[src/rtl/gpio_in_conditioner.sv]
// GPIO pad input conditioner: 2-flop sync, per-pin debounce, edge pulses.
// Ports: clk_i, rst_ni (sync, active-low), pad_i (raw pads),
//   db_limit_i (stable cycles, 0 acts as 1), edge_en_i (pulse enables),
//   io_o (debounced level), rise_o/fall_o (per-pin pulses),
//   chg_o (OR of enabled pulses).
// Build option: GPIO_COND_DEBOUNCE_EN enables the debounce counters;
//   when undefined the stable level follows the synchroniser each cycle.
module gpio_in_conditioner #(
  parameter int unsigned           WIDTH   = 8,
  parameter int unsigned           CNT_W   = 16,
  parameter logic [WIDTH-1:0]      RST_VAL = '0
) (
  input  logic             clk_i,
  input  logic             rst_ni,
  input  logic [WIDTH-1:0] pad_i,
  input  logic [CNT_W-1:0] db_limit_i,
  input  logic [WIDTH-1:0] edge_en_i,
  output logic [WIDTH-1:0] io_o,
  output logic [WIDTH-1:0] rise_o,
  output logic [WIDTH-1:0] fall_o,
  output logic             chg_o
);

  logic [WIDTH-1:0] s1_q, s2_q;
  logic [WIDTH-1:0] q_q, q_d;
  logic [WIDTH-1:0] rise_q, rise_d;
  logic [WIDTH-1:0] fall_q, fall_d;
  logic             chg_q, chg_d;

  always_ff @(posedge clk_i) begin
    if (!rst_ni) begin
      s1_q <= RST_VAL;
      s2_q <= RST_VAL;
    end else begin
      s1_q <= pad_i;
      s2_q <= s1_q;
    end
  end

`ifdef GPIO_COND_DEBOUNCE_EN
  logic [CNT_W-1:0] cnt_q [WIDTH];
  logic [CNT_W-1:0] cnt_d [WIDTH];
  logic [CNT_W-1:0] lim_m1;

  // Leff-1 with a zero limit treated as one.
  assign lim_m1 = (db_limit_i == '0) ? '0
                : db_limit_i - CNT_W'(1);

  always_comb begin
    q_d = q_q;
    for (int i = 0; i < WIDTH; i++) begin
      cnt_d[i] = '0;
      if (s2_q[i] != q_q[i]) begin
        // >= so a lowered limit commits at once
        if (cnt_q[i] >= lim_m1) begin
          q_d[i] = s2_q[i];
        end else begin
          cnt_d[i] = cnt_q[i] + CNT_W'(1);
        end
      end
    end
  end

  always_ff @(posedge clk_i) begin
    for (int i = 0; i < WIDTH; i++) begin
      if (!rst_ni) cnt_q[i] <= '0;
      else         cnt_q[i] <= cnt_d[i];
    end
  end
`else
  logic [CNT_W-1:0] unused_db_limit;
  assign unused_db_limit = db_limit_i;

  always_comb begin
    q_d = s2_q;
  end
`endif

  always_comb begin
    rise_d = edge_en_i & ~q_q & q_d;
    fall_d = edge_en_i & q_q & ~q_d;
    chg_d  = |(rise_d | fall_d);
  end

  always_ff @(posedge clk_i) begin
    if (!rst_ni) begin
      q_q    <= RST_VAL;
      rise_q <= '0;
      fall_q <= '0;
      chg_q  <= 1'b0;
    end else begin
      q_q    <= q_d;
      rise_q <= rise_d;
      fall_q <= fall_d;
      chg_q  <= chg_d;
    end
  end

  assign io_o   = q_q;
  assign rise_o = rise_q;
  assign fall_o = fall_q;
  assign chg_o  = chg_q;

endmodule

[config.mk]
export PLATFORM = sky130hd
export DESIGN_NAME = gpio_in_conditioner
export DESIGN_NICKNAME = d
export VERILOG_FILES = /design/src/rtl/gpio_in_conditioner.sv
export SDC_FILE = /design/constraint.sdc
export NUM_CORES = 1
export LEC_CHECK = 0
export CELL_PAD_IN_SITES_DETAIL_PLACEMENT = 0
export CELL_PAD_IN_SITES_GLOBAL_PLACEMENT = 1
export CORE_MARGIN = 3
export CORE_UTILIZATION = 27
export CTS_CLUSTER_DIAMETER = 60
export DETAILED_ROUTE_END_ITERATION = 10
export GPL_TIMING_DRIVEN = 0
export PLACE_DENSITY_LB_ADDON = 0.1
export SLEW_MARGIN = 20
export SYNTH_ARGS = -nofsm -noshare
export SYNTH_HDL_FRONTEND = slang
export SYNTH_SLANG_ARGS = --single-unit
[constraint.sdc]
create_clock -name clk_i -period 0.9 [get_ports clk_i]
set_clock_uncertainty 0.1 [all_clocks]
set_input_delay 0.135 -clock clk_i [delete_from_list [all_inputs] [get_ports clk_i]]
set_output_delay 0.135 -clock clk_i [all_outputs]
set_load 0.02 [all_outputs]
# Word level (Yosys, flattened, before mapping)

Cells that the tools add are included.

Bitwise gates (word level): 7
Reductions and logical operators: 1

Operator list:

| cell               | count |
|---|---|
| AND 8 bit          | 4 |
| NOT 8 bit          | 2 |
| OR 8 bit           | 1 |
| OR reduction 8 bit | 1 |

Register bits after elaboration: 41
Input port bits: 34
Output and inout port bits: 25
Word-level logic and storage cells: 14

# Logic depth before layout (Yosys ltp)

Depth in word-level cells: 5
Mapped depth: 3
Depth with buffers taken out: 3

# Least setup slack after synthesis

Ideal clock, no wire load.

Path type: register to register
Start point: reg q_q[5], in the netlist io_o[5]
End point: reg chg_q, in the netlist chg_o
Setup time: 0.135 ns
Data arrival time: 0.858 ns
Data required time: 0.665 ns
Setup slack: -0.193 ns
Cell stages (with the launch flop): 4
Buffers on the path: 0
Clock period less this slack: 1.093 ns
Path through: dfxtp_1 -> xor2_1 -> a22oi_1 -> a41oi_1

Longest elaborated chain between the ends: 5
Elaborated cells on any way between the ends: 7
Those cells by class: 6 x bitwise; 1 x reduce/logical

RTL lines:

| what                     | RTL line | RTL |
|---|---|---|
| start: declaration       | 25       | `logic [WIDTH-1:0] q_q, q_d;` |
| start signal: assignment | 92       | `q_q <= q_d;` |
| NOT 8 bit                | 80       | `rise_d = edge_en_i & ~q_q & q_d;` |
| AND 8 bit (2 in series)  | 80       |  |
| OR 8 bit (*)             | 82       | `chg_d = \|(rise_d \| fall_d);` |
| OR reduction 8 bit (*)   | 82       |  |
| end signal: assignment   | 95       | `chg_q <= chg_d;` |
| end: declaration         | 28       | `logic chg_q, chg_d;` |

Mark *: on every way between the ends. The rest lies on a longest branch, timed or not.
A chain may end at the register's enable or synchronous reset.

# Worst setup path after layout

Start point: reg q_q[0], in the netlist io_o[0]
End point: reg chg_q, in the netlist chg_o

Same word-level chain as after synthesis.

==> impl_metrics.toml <==
[sta]
period_share_pct = 120
max-slew-margin-rel_pct = 80.0
hold_viol = 0
drv_slew = 0
final.setup.worst_slack_ns = -0.179
hold_slack_ns = 0.305
setup_viol = 26
worstMarginPinSlew_ns = 0.300
min_period_ns = 1.08
rsz0062_at_grt = "true"
fmax_mhz = 927

[detailed_routing]
met3_wirelength_um = 145
wl_met2_um = 1390
wl_per_cell_um = 11.6
highest_layer = "met4"
drt-total-wl_um = 2630
drt-initial-drc-count = 19
vias = 891
drc = 0
viasPerCell = 3.93
drt_first_pass_iters = 4
ant_nets = 0
wl_met1_um = 1060

[power_and_ir_drop]
power.internal_mw = 2.59
power_mw = 3.32
power.switching_uw = 733
share_comb_of_total_power_pct = 9.2
clkPwrFrac_pct = 33.8
power_switching_share_pct = 22.1
p_leak_nw = 0.851
p_per_area_nw_per_um2 = 1630
vdd.ir_drop.worst_v = 0.000958
power.share.sequential_pct = 57.0

[flow_run]
max-cap-violations = 0

[worst_setup_path]
cp-start-kind = "flop"
worst_r2r_endpoint = "chg_o"
cp.arrival_ns = 1.13
ff2ff_path_depth = 3
rrSetupSlack_ns = -0.18
endpoint = "chg_o"
end_kind = "flop"
startpoint = "io_o[0]"
reg2reg_from = "io_o[0]"
worstPathRequired_ns = 0.95
critPathKind = "reg -> reg"
path_max_fanout = 4

[finish]
drive_gt1_share_pct = 52.5
diodes = 0
syn_to_final_growth_pct = 55.1
finalNonFillerCells = 227
finalNetCount = 195
fillers = 438

[global_route]
grt-ovfl-total = 0
grt_max_degree = 12
grt_pass1_wl_um = 4300
track_usage_pct = 10.5
grt_antenna_before_repair = 0
first_global_vias = 930

[logic_synthesis]
synth_cells = 106
synth_cell_types = 12
async_flop_share_pct = 0
netlist.area_leader.share_pct = 62.3
ys_seq_area_share_pct = 62.3
synth-edff-count = 0
synth_area_leaders = "dfxtp_1, and2_1, nor3b_2, xor2_1, nor3b_1"
netlist_area_um2 = 1320
synth_nets = 140
yosysMostFrequentCell = "dfxtp_1"
synth-seq-cells = 41
syn_avg_cell_area_um2 = 12.4
yosys-top-cells-count = "dfxtp_1, and2_1, nor3b_2, xor2_1, nor3b_1"
synth_largest_area_cell = "dfxtp_1"
yosys_warnings = 0
synthFlopType = "dfxtp_1"

[clock_tree]
htreeDepth = 2
cts_tree = "done"
clock_latency_ns = 0.28
cts.sinks = 41
clk_path_buf_depth = 2
numCtsBuffers = 5
root_buffer = "clkbuf_8"
path_clk_slew_ns = 0.07

[placement]
io_buffers = 42
dp_hpwl_um = 1860
place.gp.congestion = 0.641
pre_cts_ws_ns = -0.532
place_inst = 213

[floorplan]
die_x_um = 75.9
dieArea_um2 = 5750
core.rowCount = 24
initial_core_util_pct = 29.1
die_h_um = 75.9
core_area_um2 = 4530
pin_count = 59

[status]
outcome = "finished with violations"
violations = "negative setup slack"

[hold_path]
hold_class = "in -> reg"
-- state kept, by name, indices dropped and copies added, names as in the netlist --
| register | cells |
|---|---|
| fall_o | 8 |
| s1_q | 8 |
| io_o | 8 |
| chg_o | 1 |
| rise_o | 8 |
| q_d | 8 |
-- cells in the final DEF, fill, tap and decap left out, drive strengths merged --
cell           Yosys  final
clkdlybuf4s15      0      1
a22oi              4      4
dfxtp             41     41
clkbuf             0      8
clkdlybuf4s50      0     16
nand2              8      8
xor2               8      8
inv                1      1
and2              24     24
buf                3     34
nor3b             16     16
a41oi              1      1
-- routing by layer --
metal  global-route usage, %  vias up
met4                    4.66        0
li1                        -      451
met1                    10.7      411
met2                    18.8       25
met3                    4.35        4
met5                       0        -
-- kinds of logic (layout without fill, tap and decap cells) --
| logic type | after synthesis | after routing | share of synthesized area, % |
|---|---|---|---|
| flops | 41 | 41 | 62.3 |
| buf+inv | 4 | 60 | 1.90 |
| xor+xnor | 8 | 8 | 5.32 |
| simple gates | 48 | 48 | 27.5 |
| compound gates | 5 | 5 | 2.94 |
-- stage by stage --
step                TNS (ns)  area, µm²  util (%)
floorplan            -0.0972       1340         -
global placement      -22.98       1840      40.6
detailed placement    -24.17       1840      40.6
CTS                    -2.48       2000      44.2
global route           -2.91       2040      45.1
finish                 -1.96       2040      45.1
-- power groups by stage --
| stage | clock network [mW] | logic [mW] | registers (mW) |
|---|---|---|---|
| after floorplan | 0 | 0.100 | 1.96 |
| after global placement | 0 | 0.284 | 1.94 |
| after detailed placement | 0 | 0.287 | 1.94 |
| after CTS | 1.19 | 0.306 | 1.90 |
| after global routing | 1.26 | 0.334 | 1.90 |
| final | 1.12 | 0.306 | 1.90 |
-- worst max-delay path, stage by stage, from the launching register on --
cell	delay (ns)
dfxtp_4	0.36
xor2_1	0.17
a22oi_2	0.19
a41oi_1	0.13
-- what timing repair did --
action / in CTS / in global routing
gates cloned: 0 / 0
endpoints found under the setup margin: 66 / 29
hold endpoints to repair: 0 / 0
buffers inserted: 4 / 2
hold buffers: 0 / 0
pin swaps: 3 / 1
resized for setup: 169 / 9
-- layout make-up --
| type | instances | area, µm² | area share [%] |
|---|---|---|---|
| Buffer | 3 | 21.3 | 1.04 |
| Tap cell | 65 | 81.3 | 3.98 |
| Clock buffer | 8 | 80.1 | 3.92 |
| Multi-Input combinational cell | 61 | 487 | 23.8 |
| Sequential cell | 41 | 873 | 42.7 |
| Inverter | 1 | 3.75 | 0.184 |
| Timing Repair Buffer | 48 | 497 | 24.3 |
-- worst min path at each step --
stage | start | end | cells after the start
floorplan | pad_i[0] | s1_q[0] | 1
global placement | s1_q[5] | q_d[5] | 1
detailed placement | s1_q[5] | q_d[5] | 1
CTS | rst_ni | fall_o[1] | 3
global route | rst_ni | fall_o[1] | 3
finish | rst_ni | fall_o[1] | 3
Power figures use the tool's default switching activity.
